==> config.mk <==
export PLATFORM = sky130hd
export DESIGN_NAME = prbs_sat_counter
export DESIGN_NICKNAME = d
export VERILOG_FILES = /design/src/rtl/prbs_sat_counter.sv
export SDC_FILE = /design/constraint.sdc
export NUM_CORES = 1
export LEC_CHECK = 0
export BUFFER_PORTS_ARGS = -buffer_cell sky130_fd_sc_hd__buf_4
export CAP_MARGIN = 0
export CORE_AREA = 2 2 39 41
export DETAILED_ROUTE_END_ITERATION = 6
export DIE_AREA = 0 0 41 43
export HOLD_SLACK_MARGIN = 0.08
export SLEW_MARGIN = 20
export SYNTH_ARGS = -nofsm -noshare
export SYNTH_HDL_FRONTEND = slang
export SYNTH_SLANG_ARGS = --single-unit
==> constraint.sdc <==
create_clock -name clk -period 1.1 [get_ports clk]
set_clock_uncertainty 0.05 [all_clocks]
set_input_delay 0.055 -clock clk [delete_from_list [all_inputs] [get_ports clk]]
set_output_delay 0.055 -clock clk [all_outputs]
set_load 0.02 [all_outputs]
==> src/rtl/prbs_sat_counter.sv <==
// Saturating up-counter with synchronous clear; clear is applied before the
// increment, so a clear and a count on the same edge leave the value 1.
module prbs_sat_counter #(
    parameter int unsigned W = 8
) (
    input  logic         clk,
    input  logic         rst,
    input  logic         clr,
    input  logic         inc,
    output logic [W-1:0] cnt
);

    logic [W-1:0] base;
    logic [W-1:0] nxt;

    always_comb begin
        base = clr ? '0 : cnt;
        nxt  = base;
        if (inc && (base != '1)) begin
            nxt = base + W'(1);
        end
    end

    always_ff @(posedge clk) begin
        if (rst) begin
            cnt <= '0;
        end else begin
            cnt <= nxt;
        end
    end

endmodule

==> impl_metrics.py <==
metrics = {
    "outcome": {
        "outcome": "finished clean",
    },
    "timing": {
        "finalCritPeriodShare": 0.9487,
        "fmax_mhz": 958.2,
        "max_slew_margin": 0.7843,
        "period_minus_slack_ns": 1.044,
        "hold_viol": 0,
        "drv_slew": 0,
        "worst_pin_slew_ns": 0.3235,
        "rsz0062_at_grt": "yes",
        "setup_viol": 0,
    },
    "cells_and_area": {
        "syn2layout_area_growth_pct": 64.07,
        "mostFrequentLayoutCells": "17 x buf_4, 4 x a21oi_1, 4 x dfxtp_2, 4 x dlygate4sd3_1",
        "fin_cells": 82,
        "top_register": "cnt",
        "diodes": 0,
        "mostFrequentLayoutCell": "buf_4",
        "post-route-util": 0.4376,
        "multi_input_area_um2": 219.0,
        "seq_area_um2": 172.7,
        "drive_gt1_frac": 0.4848,
        "fill_cells": 138,
        "largest_register_ffs": 8,
        "nNetsFinal": 71,
        "largestRegisters": "cnt: 8 flops",
        "fin_area_um2": 605.6,
    },
    "setup_path": {
        "worstSetupStartpointType": "flop",
        "cp_max_fo": 4,
        "reg2reg_depth": 4,
        "path_class": "flop to flop",
        "worstPathArrival_ns": 1.14,
        "r2r_slack_ns": 0.06,
        "cp.required_ns": 1.20,
        "end_kind": "flop",
    },
    "die": {
        "io_pins": 12,
        "die_w_um": 41,
        "start_util": 0.2667,
        "rows": 14,
        "dieHeight_um": 43,
        "die-area_um2": 1763,
        "core_um2": 1384,
    },
    "worst_hold_path": {
        "hold_depth": 3,
        "hold_class": "primary input to flop",
    },
    "route": {
        "drtAntennaViolNets": 0,
        "first_iter_violations": 7,
        "via_per_inst": 5.280,
        "first_pass_iters": 2,
        "vias": 433,
        "wl_per_cell_um": 12.48,
        "drt-total-wl_um": 1023,
        "drc_errors": 0,
    },
    "clock_tree": {
        "cts_buffers": 3,
        "cts_setup_buffers": 0,
        "clkTransAtPathRegs_ns": 0.07,
        "clock_sinks": 8,
        "clock_latency_ns": 0.27,
        "tritoncts": "built",
        "htree_levels": 1,
        "root_buffer": "clkbuf_4",
        "clock_path_buffers": 2,
    },
    "grt": {
        "grt_max_degree": 8,
        "grt_pass1_wl_um": 1614,
        "antenna_found_initial": 0,
        "grt_usage": 0.1457,
        "grt_pass1_vias": 391,
        "grt_overflow_total": 0,
    },
    "place": {
        "routabilityCongestion": 0.7912,
        "port-buffer-count": 11,
        "dp_hpwl_um": 712.6,
        "placed_cells": 74,
        "place_area_um2": 526.8,
    },
    "power": {
        "intPower_mw": 0.4585,
        "p_leak_nw": 0.2355,
        "p_comb_frac": 0.084,
        "switching_share": 0.2463,
        "ir_worst_vdd_mv": 0.3410,
        "power_density_nw_per_um2": 1004,
        "seq_power_share": 0.487,
        "p_sw_mw": 0.1498,
        "clock_power_share": 0.430,
    },
    "yosys": {
        "ys_types": 20,
        "syn_area_um2": 369.1,
        "yosysWarnings": 0,
        "synth_fp_nets": 45,
        "avgSynthCellArea_um2": 9.003,
        "syn-instance-count": 41,
        "synth_seq_area_share": 0.4339,
        "synth-seq-cells": 8,
    },
    "run": {
        "max-cap-violations": 0,
    },
}
[cell usage after synthesis]
master | number | area, um^2
a211oi_1 | 1 | 7.510
dfxtp_1 | 8 | 160.2
nor2_1 | 2 | 7.510
nand3b_1 | 1 | 7.510
o21bai_1 | 1 | 7.510
nand4_1 | 3 | 18.77
a41oi_1 | 1 | 8.760
and2_1 | 1 | 6.260
and4b_4 | 1 | 13.76
and4_1 | 2 | 17.52
nand2_1 | 2 | 7.510
a21oi_1 | 4 | 20.02
or2_0 | 1 | 6.260
nor2b_1 | 1 | 6.260
and3_2 | 1 | 7.510
o21ai_0 | 2 | 10.01
nand3_1 | 1 | 5.000
a31oi_1 | 3 | 18.77
a211oi_2 | 1 | 12.51
nor3_1 | 4 | 20.02
[repair_timing]
action                                 4_1_cts  5_1_grt
endpoints found under the hold margin        3        1
resized for setup                            0        4
hold buffers                                 3        1
setup endpoints to repair                    0        6
[final cells by class]
| type | count | share of cell area |
|---|---|---|
| sequential | 8 | 0.2851 |
| timing repair buffer | 21 | 0.2769 |
| multi-input combinational | 33 | 0.3616 |
| clock buffer | 4 | 0.04339 |
| tap | 16 | 0.03306 |
[metrics by stage]
stage                TNS, ns  hold WS, ns  power [mW]  setup WS (ns)
floorplan           -0.01259      0.09694      0.3183       -0.01259
global placement           0       0.2309      0.3410        0.04287
detailed placement         0       0.2346      0.3415        0.02078
CTS                        0      0.08252      0.6092       0.008974
global route        -0.04639      0.09926      0.6379       -0.02376
finish                     0       0.1135      0.6083        0.05639
[worst paths after layout]
kind / start / end
worst min-delay path: inc / cnt[0]
worst max-delay path: cnt[1] / cnt[2]
worst max register to register: cnt[1] / cnt[2]
worst min register to register: cnt[4] / cnt[0]
[power groups by stage]
stage	clock network [mW]	registers, mW	logic [mW]
floorplan	0	0.306	0.0122
global route	0.287	0.296	0.0545
global placement	0	0.303	0.0384
detailed placement	0	0.303	0.0388
CTS	0.265	0.296	0.0481
finish	0.261	0.296	0.0509
[layer usage]
| layer | global-route usage | share of wire |
|---|---|---|
| met4 | 0.1200 | 0.042 |
| met1 | 0.1484 | 0.42 |
| met5 | 0 | 0 |
| met3 | 0.06283 | 0.039 |
| met2 | 0.2156 | 0.49 |
[logic make-up (layout without fill, tap and decap cells)]
kind of cell           count (synthesis)  count (layout)  synth area share
buffers and inverters                  0              25                 0
flip-flops                             8               8            0.4339
AO/OA/AOI/OAI                         13              13            0.2305
AND/OR/NAND/NOR                       20              20            0.3357
[worst max-delay path, cell delays in order (launching register included)]
cell	delay, ns
dfxtp_1	0.34
buf_4	0.15
and3_2	0.18
o21ai_0	0.14
a21oi_1	0.06
No activity file was read; power rests on OpenSTA's default activity.
